File: config.mk
export PLATFORM = sky130hd
export DESIGN_NAME = aes_job_arbiter
export DESIGN_NICKNAME = d
export VERILOG_FILES = /design/src/rtl/aes_job_arbiter.sv
export SDC_FILE = /design/constraint.sdc
export NUM_CORES = 1
export LEC_CHECK = 0
export ABC_AREA = 1
export BUFFER_PORTS_ARGS = -buffer_cell sky130_fd_sc_hd__buf_2
export CAP_MARGIN = 20
export CORE_AREA = 2 2 403 405
export CTS_CLUSTER_SIZE = 24
export DETAILED_ROUTE_END_ITERATION = 12
export DIE_AREA = 0 0 405 407
export PLACE_DENSITY = 0.36
export SKIP_LAST_GASP = 1
export SLEW_MARGIN = 10
export SYNTH_ARGS = -nofsm -noshare
export SYNTH_HDL_FRONTEND = slang
export SYNTH_SLANG_ARGS = --single-unit
File: constraint.sdc
create_clock -name CLK -period 11.73 [get_ports CLK]
set_input_delay 0.5865 -clock CLK [delete_from_list [all_inputs] [get_ports CLK]]
set_output_delay 0.5865 -clock CLK [all_outputs]
set_load 0.02 [all_outputs]
File: src/rtl/aes_job_arbiter.sv
// Two-requester round-robin arbiter that runs one AES decrypt job at a time.
// Latches the winner's key/message, drives the core handshake and returns a DONE or ERR pulse.
module aes_job_arbiter #(
  parameter int unsigned TIMEOUT_CYCLES = 1024
) (
  input  logic         CLK,
  input  logic         RESET,
  input  logic         REQ0,
  input  logic         REQ1,
  input  logic [127:0] KEY0,
  input  logic [127:0] KEY1,
  input  logic [127:0] MSG0,
  input  logic [127:0] MSG1,
  output logic         DONE0,
  output logic         DONE1,
  output logic         ERR0,
  output logic         ERR1,
  output logic [127:0] RESULT,
  output logic         BUSY,
  output logic         OWNER,
  output logic         AES_START,
  input  logic         AES_DONE,
  output logic [127:0] AES_KEY,
  output logic [127:0] AES_MSG_ENC,
  input  logic [127:0] AES_MSG_DEC
);

  localparam int unsigned     CntW    = (TIMEOUT_CYCLES > 1) ? $clog2(TIMEOUT_CYCLES) : 1;
  localparam logic [CntW-1:0] LastCnt = CntW'(TIMEOUT_CYCLES - 1);

  typedef enum logic [2:0] {
    StIdle,
    StLoad,
    StRun,
    StClear,
    StResp
  } state_t;

  state_t            r_state;
  logic              r_owner;
  logic              r_last;
  logic [127:0]      r_key;
  logic [127:0]      r_msg;
  logic [127:0]      r_result;
  logic [CntW-1:0]   r_cnt;
  logic              r_err;

  logic              w_any_req;
  logic              w_grant;
  logic              w_resp;

  assign w_any_req = REQ0 | REQ1;
  // On a tie the requester not granted last wins; a lone request always wins.
  assign w_grant   = (REQ0 & REQ1) ? ~r_last : REQ1;

  always_ff @(posedge CLK or posedge RESET) begin
    if (RESET) begin
      r_state  <= StIdle;
      r_owner  <= 1'b0;
      r_last   <= 1'b1;
      r_key    <= '0;
      r_msg    <= '0;
      r_result <= '0;
      r_cnt    <= '0;
      r_err    <= 1'b0;
    end else begin
      unique case (r_state)
        StIdle: begin
          if (w_any_req) begin
            r_state <= StLoad;
            r_owner <= w_grant;
            r_last  <= w_grant;
            r_key   <= w_grant ? KEY1 : KEY0;
            r_msg   <= w_grant ? MSG1 : MSG0;
            r_cnt   <= '0;
          end
        end
        StLoad: r_state <= StRun;
        StRun: begin
          r_cnt <= r_cnt + CntW'(1);
          // Success has priority over a timeout landing on the same edge.
          if (AES_DONE) begin
            r_result <= AES_MSG_DEC;
            r_state  <= StClear;
          end else if (r_cnt == LastCnt) begin
            r_err   <= 1'b1;
            r_state <= StClear;
          end
        end
        StClear: begin
          if (!AES_DONE) r_state <= StResp;
        end
        StResp: begin
          r_err   <= 1'b0;
          r_state <= StIdle;
        end
        default: r_state <= StIdle;
      endcase
    end
  end

  assign w_resp      = (r_state == StResp);
  assign BUSY        = (r_state != StIdle);
  assign AES_START   = (r_state == StRun);
  assign DONE0       = w_resp & ~r_err & ~r_owner;
  assign DONE1       = w_resp & ~r_err &  r_owner;
  assign ERR0        = w_resp &  r_err & ~r_owner;
  assign ERR1        = w_resp &  r_err &  r_owner;
  assign RESULT      = r_result;
  assign OWNER       = r_owner;
  assign AES_KEY     = r_key;
  assign AES_MSG_ENC = r_msg;

endmodule

Yosys cells after proc, flatten, opt, wreduce, memory -nomap -nowiden
Cells that the tools add are included. W data, S select, Z words.

Register bits: 400. Input bits: 645. Output and inout port bits: 391. Word-level logic and storage cells: 52.

$add $sub $neg: 1. Equal/unequal tests: 10. Mux-type cells: 13. Bitwise operators: 11. Reductions and logical operators: 9.

Operators by type and width (number): $mux W128 (2); $pmux W10 S2 (1); $mux W3 (4); $pmux W3 S4 (1); $add A10 B1 Y10 const B (1); $eq A10 B10 Y1 const B (1); $mux W10 (1); $and A1 B1 Y1 (7); $eq A3 B2 Y1 const B (2); $ne A2 B2 Y1 const B (3); $reduce_and A2 Y1 (3); $reduce_and A3 Y1 (2); $reduce_bool A2 Y1 (2); $eq A3 B1 Y1 const B (1); $eq A3 B3 Y1 const B (1); $logic_not A3 Y1 (1); $mux W1 (3); $ne A3 B1 Y1 const B (1); $not A1 Y1 (3); $reduce_bool A3 Y1 (1); $ne A2 B1 Y1 const B (1); $pmux W1 S2 (1); $or A1 B1 Y1 (1).

Longest topological paths before layout
Gate-level depths: netlist of run 1.

Depth in word-level cells: 4. Depth in mapped cells: 8. Depth with buffers taken out: 8.

Worst setup path after synthesis of run 1
OpenSTA, ideal clock, no wires.

Path kind: register -> output. From: register r_state[2]. To: output port AES_START. Arrival time: 1170 ps. Data required time: 11144 ps. Path slack: 9973 ps. Stages on the path, launching flop included: 6. Path buffers: 2. Cells stage by stage: dfrtp_1 nor2_4 nand2_2 inv_2 buf_2 buf_2.

Cells in the longest elaborated chain, start to end: 1.

RTL lines: start: declaration (RTL line 39) `state_t r_state;`; start signal: assignment (RTL line 58) `r_state <= StIdle;`; start signal: assignment (RTL line 70) `r_state <= StLoad;`; start signal: assignment (RTL line 78) `StLoad: r_state <= StRun;`; $eq A3 B2 Y1 (RTL line 104) `assign AES_START = (r_state == StRun);`; end: declaration (RTL line 21) `output logic AES_START,`.

Every way passes these cells.

Final worst setup path of run 1
From: register r_state[2]. To: register r_msg[3] (netlist: AES_MSG_ENC[3]).

Cells in the longest elaborated chain, start to end: 2.

RTL lines: $logic_not A3 Y1 (RTL line 67) `unique case (r_state)`; $reduce_and A2 Y1 (no line); end signal: assignment (RTL line 74) `r_msg <= w_grant ? MSG1 : MSG0;`; end: declaration (RTL line 43) `logic [127:0] r_msg;`.

Every way passes these cells. A chain may end at the register's enable or synchronous reset.

==> results of run 1 <==
[worst max path at each step]
| stage | slack (ps) | cells after the start | end |
|---|---|---|---|
| after CTS | 7920 | 6 | AES_MSG_ENC[3] |
| after global routing | 7700 | 6 | AES_MSG_ENC[3] |
| after floorplan | 20 | 1 | AES_KEY[0] |
| after detailed placement | 7580 | 8 | AES_MSG_ENC[3] |
| final | 8120 | 6 | AES_MSG_ENC[3] |
| after global placement | 7560 | 8 | AES_MSG_ENC[3] |
[worst register-to-register path: stages, from the launching register on]
cell,delay [ps]
sky130_fd_sc_hd__dfrtp_1,420
sky130_fd_sc_hd__nor2_4,210
sky130_fd_sc_hd__nand3_4,470
sky130_fd_sc_hd__inv_6,800
sky130_fd_sc_hd__buf_4,800
sky130_fd_sc_hd__o21ai_0,540
sky130_fd_sc_hd__o21ai_0,280
[through the flow]
step / total power [mW] / instance area, um2
finish: 7.876 / 26730
global route: 8.438 / 26700
CTS: 8.031 / 26690
detailed placement: 6.083 / 24680
global placement: 6.091 / 24680
floorplan: 4.476 / 17380
[final cells by class]
type	count	area, um2	share of cell area, %
clock inverters	21	326.6	1.222
multi-input cells	1498	6509	24.35
repair buffers	1056	5353	20.03
flip-flops and latches	400	10010	37.46
inverters	22	105.1	0.3933
clock buffers	82	1679	6.283
diodes	16	40.04	0.1498
well taps	2160	2703	10.11
[flip-flops by register name, indices dropped and copies added (netlist names)]
register and cells:
RESULT 128, r_last 1, AES_MSG_ENC 128, AES_KEY 128, OWNER 1, r_err 1, r_cnt 10, r_state 3
[layout by cell type (no fill, tap or decap), types with 8 or more instances in the layout]
cell type	Yosys	layout
sky130_fd_sc_hd__diode_2	0	16
sky130_fd_sc_hd__clkbuf_1	81	8
sky130_fd_sc_hd__nand2_1	551	550
sky130_fd_sc_hd__clkbuf_16	0	56
sky130_fd_sc_hd__o21ai_1	223	223
sky130_fd_sc_hd__nand3_1	139	139
sky130_fd_sc_hd__clkbuf_8	0	18
sky130_fd_sc_hd__dfrtp_1	399	399
sky130_fd_sc_hd__nor2_1	277	277
sky130_fd_sc_hd__buf_4	10	21
sky130_fd_sc_hd__buf_2	51	1034
sky130_fd_sc_hd__o21ai_0	297	297
sky130_fd_sc_hd__inv_1	19	17
[cell families (layout without fill, tap and decap cells)]
family / Yosys count / count (layout) / synth area share (%)
and+or+nand+nor: 972 / 972 / 22.16
AOI/OAI and AO/OA: 525 / 525 / 15.19
DFF: 400 / 400 / 57.62
buffers and inverters: 179 / 1181 / 4.969
adders and majority gates: 1 / 1 / 0.07200
other: 0 / 16 / 0
[power groups by stage]
stage | registers (mW) | clock network [mW] | logic (mW)
after floorplan | 3.19 | 0 | 1.29
after global routing | 2.55 | 2.00 | 3.89
after detailed placement | 2.48 | 0 | 3.60
after global placement | 2.49 | 0 | 3.60
final | 2.48 | 1.87 | 3.52
after CTS | 2.48 | 1.95 | 3.61
[per-layer routing]
layer	share of wire [%]	vias up	routed length (um)	GRT usage, %
met3	8.7	210	10360	4.740
met4	2.5	30	2927	3.411
met1	40	9228	46880	16.05
li1	-	8760	-	-
met5	0.17	-	197	0
met2	49	827	58110	23.43
==> Implementation_results.wiki, run 1 <==
{| class="wikitable"
! Metric !! Value
|-
| Setup violators final || 0
|-
| Total of warnings raised by yosys || 0
|-
| Wire per inst || roughly 23 um
|-
| Floorplan die area || approximately 160,000 um2
|-
| Pins over their slew limit || 0
|-
| Setup skew after layout || 52.32 ps
|-
| Detailed Route WL || between 100,000 and 150,000 um
|-
| RSZ-0062 raised after global routing || no
|-
| Post-cts sizing count || 0
|-
| Cell type contributing the most total cell area after synthesis || sky130_fd_sc_hd__dfrtp_1
|-
| First-pass GRT wire length || between 150,000 and 200,000 um
|-
| Total of buffers placed on input and output ports || 1,035
|-
| Setup slack of the most critical reg-to-reg path || about 8100 ps
|-
| Final cell count without fillers || 5,255
|-
| Arrival time worst endpoint || ~4200 ps
|-
| Class of the most critical hold timing path || primary input to asynchronous set/reset pin
|-
| Bufs on Longest Clock Path || 3
|-
| Worst-Skew Late Latency || 670 ps
|-
| Remaining number of nets flagged by the antenna check after routing || 0
|-
| Remaining DRCs || 0
|-
| Detailed router's first-iteration violation count || around 1,200
|-
| Cell types occupying the most area after synthesis || sky130_fd_sc_hd__dfrtp_1, sky130_fd_sc_hd__nand2_1, sky130_fd_sc_hd__o21ai_0
|-
| Worst reg2reg path startpoint || r_state[2]
|-
| Clock edge transition at the registers on the reported setup and hold paths || ~60 ps
|-
| WP data required || 12,310 ps
|-
| Clock tree root driver cell || sky130_fd_sc_hd__clkbuf_16
|-
| Library cell with the highest instance count after synthesis || sky130_fd_sc_hd__nand2_1
|-
| Worst-path maximum fanout || 99
|-
| Headroom to the max-slew limit || about 29%
|-
| Net count, final || ~3,700
|-
| Combinational share of power || about 45%
|-
| Top Family by Delay on Critical Path || buffers and inverters
|-
| Cell Chain, Critical Path || nor2_4 > nand3_4 > inv_6 > buf_4 > o21ai_0 > o21ai_0
|-
| Fraction of final layout cells sized beyond drive strength 1 || ~38%
|-
| Async set-or-reset flop fraction in the synthesized netlist || 100.0%
|-
| Final critical-path setup slack || a little over 8000 ps
|-
| GRT overflow || 0
|-
| Final Critical Period || between 3000 and 4000 ps
|-
| Overall global routing resource usage || between 10% and 20%
|-
| Mean instance size in the synthesized netlist || 8.366 um2
|-
| TritonCTS clock tree || built
|-
| Area grow syn2layout || 53.81%
|-
| Detailed placement HPWL || around 90,000 um
|-
| Height of the chip || 407 um
|-
| Number of post-CTS setup repair buffers || 0
|-
| Post-synthesis register bit count || 400
|-
| Worst IR Drop VDD || 0.1740 mV
|-
| Crit. End Element || flop
|-
| Int Power || ~4.2 mW
|-
| Number of hold violations in the final report || 0
|-
| Number of cell rows || approximately 150
|-
| Worst setup path startpoint || r_state[2]
|-
| Filler Cell Count || approximately 18,000
|-
| Number of cells on the worst reg-to-reg path || 6
|-
| Area share of the leading cell type in the synthesized netlist || 57.46%
|-
| Class of the most critical setup path || flop to flop
|-
| Number of global-route vias before repair || 19,273
|-
| Initial core utilization || 10.85%
|-
| Measured slew at the worst slew-check pin || 1060 ps
|-
| Number of distinct library cells after synthesis || 22
|-
| H-tree depth || 2
|-
| Slowest stage delay, CP || a little under 800 ps
|-
| Largest net degree at the start of global routing || 124
|-
| Final clock period utilization by the worst path || a little under a third
|-
| Most used DFF post-synth || sky130_fd_sc_hd__dfrtp_1
|-
| Vias after detailed routing || ~19,000
|-
| Gp weighted congestion || 0.8504
|-
| Mapped Cells || 2,077
|-
| Max capacitance violation total || 0
|-
| Outcome || completed
|-
| Number of buffers added by the clock tree synthesis step || between 50 and 60
|-
| Die outline width || around 410 um
|-
| Number of iterations in the first detailed-routing pass || 5
|-
| Cells after DPL || a little over 5,000
|-
| Commonest cells post-synth || sky130_fd_sc_hd__nand2_1, sky130_fd_sc_hd__dfrtp_1, sky130_fd_sc_hd__o21ai_0
|-
| End-of-flow core utilization || roughly 17%
|-
| Count of buffering cells on the critical path with inverters included || 2
|-
| Power per standard cell area || approximately 290 nW/um2
|-
| Crit path max-delay cell type || sky130_fd_sc_hd__buf_4
|-
| Achievable frequency || roughly 280 MHz
|-
| Most used cell along the critical path || sky130_fd_sc_hd__o21ai_0
|-
| DP Worst Slack || 7584 ps
|-
| Number of antenna violations at the first check in global routing || 81
|-
| I/O pin count || about 1,000
|-
| Sequential share of power || 31.5%
|-
| Total core area || between 150,000 and 200,000 um2
|-
| Relative contribution of the clock network to total power || between 20% and 30%
|-
| Final TNS setup || 0 ps
|-
| P_sw || 3.700 mW
|-
| EDFF count, synth || 0
|-
| Fraction of the yosys area taken by sequential cells || between 50 and 60%
|-
| Syn Nets || 2,723
|-
| Hold slack || approximately 30 ps
|-
| Leakage || around 13 nW
|-
| Clock Sinks || 400
|-
| Switching Share || approximately 47%
|-
| Critical path startpoint category || flop
|-
| Number of vias per cell || ~3.6
|-
| Endpoint of the worst-slack reg-to-reg timing path || AES_MSG_ENC[3]
|-
| Hold buffer count at CTS || 0
|-
| Area of the mapped netlist || approximately 17,000 um2
|}
Power figures use the tool's default switching activity.
==> run 2: changes to the inputs <==
- ABC_AREA: 1 -> 0
- CORE_AREA: 2 2 403 405 -> 2 2 400 402
- DIE_AREA: 0 0 405 407 -> 0 0 402 404
- clock period: 11.73 -> 3.5 ns (I/O delays scaled with it)
==> run 2 against run 1 <==
  * Non-clock buffer count rose by 669
  * Utilization increased by 4.6 points
  * Register-to-register slack got worse by 7200 ps
  * Hold slack better by 280 ps
  * Count of clock-buffer cells in the layout is 1 higher
  * Via count is 0.31% lower
  * Power rose to 3.3 times the previous value
  * Sequential share of layout area fell by 7.6 points
  * Synthesized area increased by 2.0%
  * Die area fell by 1.5%
  * Cell area rose by 26%
  * Largest cell class is now non-clock buffers
  * Maximum frequency rose by 38%
==> Implementation_results.wiki, run 2 <==
{| class="wikitable"
! Metric !! Value
|-
| Outcome || completed
|-
| Async set-or-reset flop fraction in the synthesized netlist || 100.0%
|-
| Int Power || between 10 and 15 mW
|-
| Wire per inst || about 20 um
|-
| EDFF count, synth || 0
|-
| Clock tree root driver cell || sky130_fd_sc_hd__clkbuf_16
|-
| Worst setup path startpoint || r_last
|-
| Most common cell after layout, fill and taps aside || sky130_fd_sc_hd__buf_2
|-
| Commonest cells post-synth || sky130_fd_sc_hd__o21ai_0, sky130_fd_sc_hd__dfrtp_1, sky130_fd_sc_hd__mux2i_1
|-
| Fraction of the yosys area taken by sequential cells || between 50% and 60%
|-
| Total Power Consumption || about 26 mW
|-
| Final clock period utilization by the worst path || around three quarters
|-
| Detailed placement HPWL || ~80,000 um
|-
| TritonCTS clock tree || built
|-
| Number of cells on the worst reg-to-reg path || 6
|-
| Cells after DPL || 4,520
|-
| Total of warnings raised by yosys || 0
|-
| Measured slew at the worst slew-check pin || ~1000 ps
|-
| Area occupied by registers || between 10,000 and 15,000 um2
|-
| Number of buffers added by the clock tree synthesis step || 52
|-
| Post-synthesis register bit count || 400
|-
| Clock Sinks || 400
|-
| Worst IR Drop VDD || approximately 0.49 mV
|-
| Overall global routing resource usage || 12.28%
|-
| Setup skew after layout || between 20 and 30 ps
|-
| Vias after detailed routing || 18,996
|-
| Cell type contributing the most total cell area after synthesis || sky130_fd_sc_hd__dfrtp_1
|-
| Relative contribution of the clock network to total power || a little over a fifth
|-
| Sequential share of power || about a third
|-
| Initial core utilization || between 10% and 20%
|-
| I/O pin count || 1,036
|-
| Combinational share of power || 47.1%
|-
| Remaining number of nets flagged by the antenna check after routing || 0
|-
| Max capacitance violation total || 0
|-
| Worst reg2reg path startpoint || r_last
|-
| Power per standard cell area || 765.7 nW/um2
|-
| Largest net degree at the start of global routing || ~150
|-
| Cell types occupying the most area after synthesis || sky130_fd_sc_hd__dfrtp_1, sky130_fd_sc_hd__mux2i_1, sky130_fd_sc_hd__o21ai_0
|-
| First-pass GRT wire length || roughly 150,000 um
|-
| Capturing instance or port of the critical path || AES_MSG_ENC[114]
|-
| GRT overflow || 0
|-
| Number of distinct library cells after synthesis || between 40 and 50
|-
| Headroom to the max-slew limit || roughly a third
|-
| Area of placed instances || ~25,000 um2
|-
| H-tree depth || 2
|-
| Area grow syn2layout || 89.31%
|-
| Class of the most critical hold timing path || primary input to asynchronous set/reset pin
|-
| Detailed Route WL || approximately 100,000 um
|-
| Final Critical Period || approximately 2600 ps
|-
| Crit. End Element || flop
|-
| Number of antenna violations at the first check in global routing || 48
|-
| P_sw || between 10 and 15 mW
|-
| Syn Nets || between 2,000 and 2,500
|-
| Mapped Cells || approximately 1,500
|-
| Final cell count without fillers || roughly 5,300
|-
| Number of cell rows || approximately 150
|-
| Total of buffers placed on input and output ports || between 1,000 and 1,500
|-
| Number of vias per cell || ~3.6
|-
| Area of the mapped netlist || around 18,000 um2
|-
| Setup violators final || 0
|-
| Area of combinational cells with multiple inputs || between 7000 and 8000 um2
|-
| Bufs on Longest Clock Path || 3
|-
| Achievable frequency || about 380 MHz
|-
| Mean instance size in the synthesized netlist || between 10 and 15 um2
|-
| Setup slack of the most critical reg-to-reg path || ~880 ps
|-
| Number of global-route vias before repair || approximately 20,000
|-
| Total core area || 157,800 um2
|-
| Pins over their slew limit || 0
|-
| Most used DFF post-synth || sky130_fd_sc_hd__dfrtp_1
|-
| Detailed router's first-iteration violation count || around 900
|-
| Leakage || 15.38 nW
|-
| Switching Share || a little over two fifths
|-
| Worst-Skew Late Latency || approximately 630 ps
|-
| Final TNS setup || 0 ps
|-
| Arrival time worst endpoint || 3090 ps
|-
| Gp weighted congestion || just under 0.8
|-
| Net count, final || about 3,800
|-
| Area share of the leading cell type in the synthesized netlist || a little under three fifths
|-
| Worst-path maximum fanout || 73
|-
| Critical path startpoint category || flop
|-
| Die outline width || between 400 and 500 um
|-
| RSZ-0062 raised after global routing || no
|-
| Number of hold violations in the final report || 0
|-
| Number of post-CTS setup repair buffers || 0
|-
| Number of iterations in the first detailed-routing pass || 4
|-
| WP data required || about 4000 ps
|-
| Class of the most critical setup path || flop to flop
|-
| Filler Cell Count || 17,455
|-
| Cell area after layout || 33,560 um2
|-
| Remaining DRCs || 0
|-
| Commonest cells after routing, fill and taps aside || sky130_fd_sc_hd__buf_2, sky130_fd_sc_hd__dlygate4sd3_1, sky130_fd_sc_hd__o21ai_0, sky130_fd_sc_hd__dfrtp_1, sky130_fd_sc_hd__mux2i_1
|-
| Fraction of final layout cells sized beyond drive strength 1 || around two fifths
|-
| Endpoint of the worst-slack reg-to-reg timing path || AES_MSG_ENC[114]
|-
| Library cell with the highest instance count after synthesis || sky130_fd_sc_hd__o21ai_0
|-
| Floorplan die area || between 150,000 and 200,000 um2
|-
| Height of the chip || about 400 um
|-
| Clock edge transition at the registers on the reported setup and hold paths || roughly 60 ps
|}
[run 2: power by group through the flow]
stage,registers [mW],clock network (mW),logic (mW)
finish,8.25,5.34,12.1
global route,8.54,5.75,13.0
CTS,8.30,5.57,12.4
detailed placement,8.32,0,11.5
global placement,8.31,0,11.4
floorplan,10.6,0,3.84
[run 2: cell type report]
cell class	count	area share (%)
timing repair buffer	1725	36.23
sequential	400	29.83
multi-input combinational	960	20.99
tap	2072	7.725
clock buffer	83	4.612
clock inverter	12	0.3728
antenna	17	0.1268
inverter	7	0.1119
[run 2: kinds of logic after synthesis]
logic type               after synthesis  synth area share [%]
AO/OA/AOI/OAI                        534                 15.27
buffers and inverters                140                 3.967
multiplexers                         390                 22.92
AND/OR/NAND/NOR                       35                 1.299
adder cells (fa/ha/maj)                1               0.07057
flip-flops                           400                 56.47
[run 2: stage by stage]
step | hold WS [ps] | utilization, % | worst slack, ps
3_5_place_dp | 400.5 | 16.09 | 1192
3_3_place_gp | 402.4 | 16.09 | 1218
6_report | 307.8 | 21.26 | 878.6
4_1_cts | 221.2 | 21.24 | 918.2
5_1_grt | 260.6 | 21.25 | 792.4
2_1_floorplan | 237.9 | - | -2060
[run 2: metal layers]
metal / global-route usage, % / vias to the layer above / routed length, um
li1: - / 8746 / -
met1: 13.82 / 9335 / 40560
met2: 21.67 / 710 / 52250
met3: 3.782 / 189 / 7695
met4: 4.564 / 16 / 4205
met5: 0 / - / 91
[run 2: what timing repair did]
action,in CTS,in global routing
hold buffers,644,0
gates resized for setup,0,0
hold endpoints to repair,402,0
[run 2: worst max-delay path, cell delays in order (launching register included)]
cell	delay [ps]
sky130_fd_sc_hd__dfstp_2	390
sky130_fd_sc_hd__a21boi_4	220
sky130_fd_sc_hd__buf_12	330
sky130_fd_sc_hd__buf_4	370
sky130_fd_sc_hd__mux2i_1	210
sky130_fd_sc_hd__dlygate4sd3_1	570
sky130_fd_sc_hd__o21ai_0	70
[run 2: worst min path at each step]
stage	to	cells past startpoint	from
3_5_place_dp	r_state[2]	2	AES_DONE
2_1_floorplan	r_last	1	REQ0
4_1_cts	RESULT[17]	3	AES_MSG_DEC[17]
6_report	RESULT[95]	3	RESET
5_1_grt	RESULT[15]	3	AES_MSG_DEC[15]
3_3_place_gp	r_state[2]	2	AES_DONE
==> run 3: changes to the inputs <==
- ABC_AREA: 0 -> 1
- CORE_AREA: 2 2 400 402 -> 2 2 407 409
- DIE_AREA: 0 0 402 404 -> 0 0 409 411
- PLACE_DENSITY: 0.36 -> 0.35
- clock period: 3.5 -> 2.5 ns (I/O delays scaled with it)
==> run 3 against run 2 <==
  * Global-route usage rose by 1.4 points
  * Maximum frequency rose by 9.5%
  * Combinational power rose by 79%
  * Sequential share of layout area fell by 0.26 points
  * Critical path type unchanged
  * Critical path depth fell by 1
  * Hold slack got worse by 230 ps
  * Critical endpoint is now AES_KEY[91]
  * Sequential cell count did not move
  * Power rose by 61%
  * Clock power rose by 51%
  * First-iteration DRC count rose by 32%
  * Utilization fell by 0.60 points
==> Implementation_results.wiki, run 3 (same netlist as run 1, synthesis figures left out) <==
{| class="wikitable"
! Metric !! Value
|-
| Number of hold violations in the final report || 0
|-
| Endpoint of the worst-slack reg-to-reg timing path || AES_KEY[91]
|-
| Power per standard cell area || around 1200 nW/um2
|-
| Pins over their slew limit || 0
|-
| Initial core utilization || 10.60%
|-
| Largest net degree at the start of global routing || 116
|-
| Clock tree root driver cell || sky130_fd_sc_hd__clkbuf_16
|-
| Sequential share of power || approximately 28%
|-
| Class of the most critical setup path || flop to flop
|-
| Number of cells on the worst reg-to-reg path || 5
|-
| Number of global-route vias before repair || about 23,000
|-
| Int Power || around 23 mW
|-
| H-tree depth || 2
|-
| End-of-flow core utilization || between 20% and 30%
|-
| Final clock period utilization by the worst path || between 90 and 100%
|-
| Combinational share of power || a little over half
|-
| TritonCTS clock tree || built
|-
| Headroom to the max-slew limit || a little over half
|-
| Vias after detailed routing || between 20,000 and 25,000
|-
| I/O pin count || a little over 1,000
|-
| Remaining number of nets flagged by the antenna check after routing || 0
|-
| Wire per inst || around 20 um
|-
| Die outline width || approximately 410 um
|-
| Achievable frequency || 417.7 MHz
|-
| GRT overflow || 0
|-
| Crit. End Element || flop
|-
| Setup skew after layout || around 17 ps
|-
| Outcome || completed
|-
| Floorplan die area || 168,100 um2
|-
| Number of iterations in the first detailed-routing pass || 5
|-
| Number of buffers added by the clock tree synthesis step || 55
|-
| Net count, final || approximately 4,400
|-
| P_sw || between 15 and 20 mW
|-
| Overall global routing resource usage || a little over an eighth
|-
| Critical path startpoint category || flop
|-
| Detailed router's first-iteration violation count || 1,191
|-
| First-pass GRT wire length || 167,400 um
|-
| Number of antenna violations at the first check in global routing || 39
|-
| Leakage || between 15 and 20 nW
|-
| Worst reg2reg path startpoint || r_last
|-
| Number of vias per cell || roughly 3.6
|-
| Total of buffers placed on input and output ports || between 1,000 and 1,500
|-
| Total core area || between 150,000 and 200,000 um2
|-
| Switching Share || around 44%
|-
| Detailed placement HPWL || around 92,000 um
|-
| Class of the most critical hold timing path || primary input to asynchronous set/reset pin
|-
| Relative contribution of the clock network to total power || 19.5%
|-
| Hold slack || roughly 80 ps
|-
| Measured slew at the worst slew-check pin || slightly above 700 ps
|-
| Worst-Skew Late Latency || 630 ps
|-
| Final cell count without fillers || ~6,000
|-
| Bufs on Longest Clock Path || 3
|-
| Arrival time worst endpoint || roughly 3000 ps
|-
| Cells after DPL || between 5,000 and 6,000
|-
| Remaining DRCs || 0
|-
| Detailed Route WL || approximately 120,000 um
|-
| Clock edge transition at the registers on the reported setup and hold paths || approximately 60 ps
|-
| Height of the chip || a little over 400 um
|-
| Gp weighted congestion || about 0.90
|-
| Commonest cells after routing, fill and taps aside || sky130_fd_sc_hd__buf_2, sky130_fd_sc_hd__dlygate4sd3_1, sky130_fd_sc_hd__nand2_1, sky130_fd_sc_hd__dfrtp_1, sky130_fd_sc_hd__o21ai_0
|-
| Max capacitance violation total || 0
|-
| Setup violators final || 0
|-
| Setup slack of the most critical reg-to-reg path || approximately 110 ps
|-
| Number of cell rows || 149
|-
| Fraction of final layout cells sized beyond drive strength 1 || between 30% and 40%
|-
| Most common cell after layout, fill and taps aside || sky130_fd_sc_hd__buf_2
|-
| Worst-path maximum fanout || roughly 100
|-
| Final Critical Period || around 2400 ps
|-
| Worst IR Drop VDD || ~0.66 mV
|-
| Clock Sinks || 400
|-
| Number of post-CTS setup repair buffers || 0
|-
| WP data required || just over 3000 ps
|-
| Area grow syn2layout || 94.83%
|}
==> run 3: metal layers <==
metal  vias to the layer above  global-route usage, %  wire, um
li1                      10191                      -         -
met1                     10563                  15.90     47380
met2                       891                  24.20     61390
met3                       160                  4.010      9395
met4                         2                  3.830      3443
met5                         -                      0        13
==> run 3: worst max-delay path by stage <==
stage | start | to | depth (start not counted) | slack, ps
4_1_cts | r_state[2] | AES_START | 5 | 10
3_3_place_gp | r_last | AES_MSG_ENC[56] | 5 | 540
5_1_grt | r_state[1] | AES_KEY[117] | 7 | -2
2_1_floorplan | RESET | AES_KEY[0] | 1 | -3010
6_report | r_last | AES_KEY[91] | 5 | 110
3_5_place_dp | r_last | AES_MSG_ENC[56] | 5 | 520
==> run 3: timing repair <==
item,CTS,global route
hold buffers,660,0
gates resized for setup,0,6
endpoints found under the setup margin,0,53
endpoints found under the hold margin,528,0
==> run 3: power by group through the flow <==
stage,logic [mW],registers (mW),clock network (mW)
after global routing,23.7,12.0,8.62
after global placement,17.5,11.7,0
after floorplan,6.05,14.9,0
final,21.7,11.6,8.08
after CTS,21.7,11.6,8.41
after detailed placement,17.5,11.7,0
==> run 3: per-stage QoR <==
| step | power (mW) | setup TNS (ps) | setup WS (ps) | cell area (um2) |
|---|---|---|---|---|
| after global placement | 29.13 | 0 | 538.6 | 25320 |
| final | 41.38 | 0 | 105.7 | 33850 |
| after detailed placement | 29.13 | 0 | 521.6 | 25320 |
| after global routing | 44.27 | -2.361 | -2.361 | 33840 |
| after floorplan | 21.00 | -1202500 | -3010 | 17380 |
| after CTS | 41.74 | 0 | 11.84 | 33720 |
==> run 3: final cells by class <==
cell class | count | area, um2
Antenna cell | 22 | 55.05
Clock inverter | 13 | 138.9
Multi-Input combinational cell | 1498 | 6509
Clock buffer | 87 | 1659
Fill cell | 18516 | 130000
Timing Repair Buffer | 1765 | 12630
Tap cell | 2189 | 2739
Sequential cell | 400 | 10010
Inverter | 22 | 106.4
==> run 3: critical path, stage by stage, from the launching register on <==
cell	delay (ps)
sky130_fd_sc_hd__dfstp_2	390
sky130_fd_sc_hd__a21oi_4	340
sky130_fd_sc_hd__buf_12	330
sky130_fd_sc_hd__o21ai_0	270
sky130_fd_sc_hd__o21ai_1	160
sky130_fd_sc_hd__dlygate4sd3_1	560
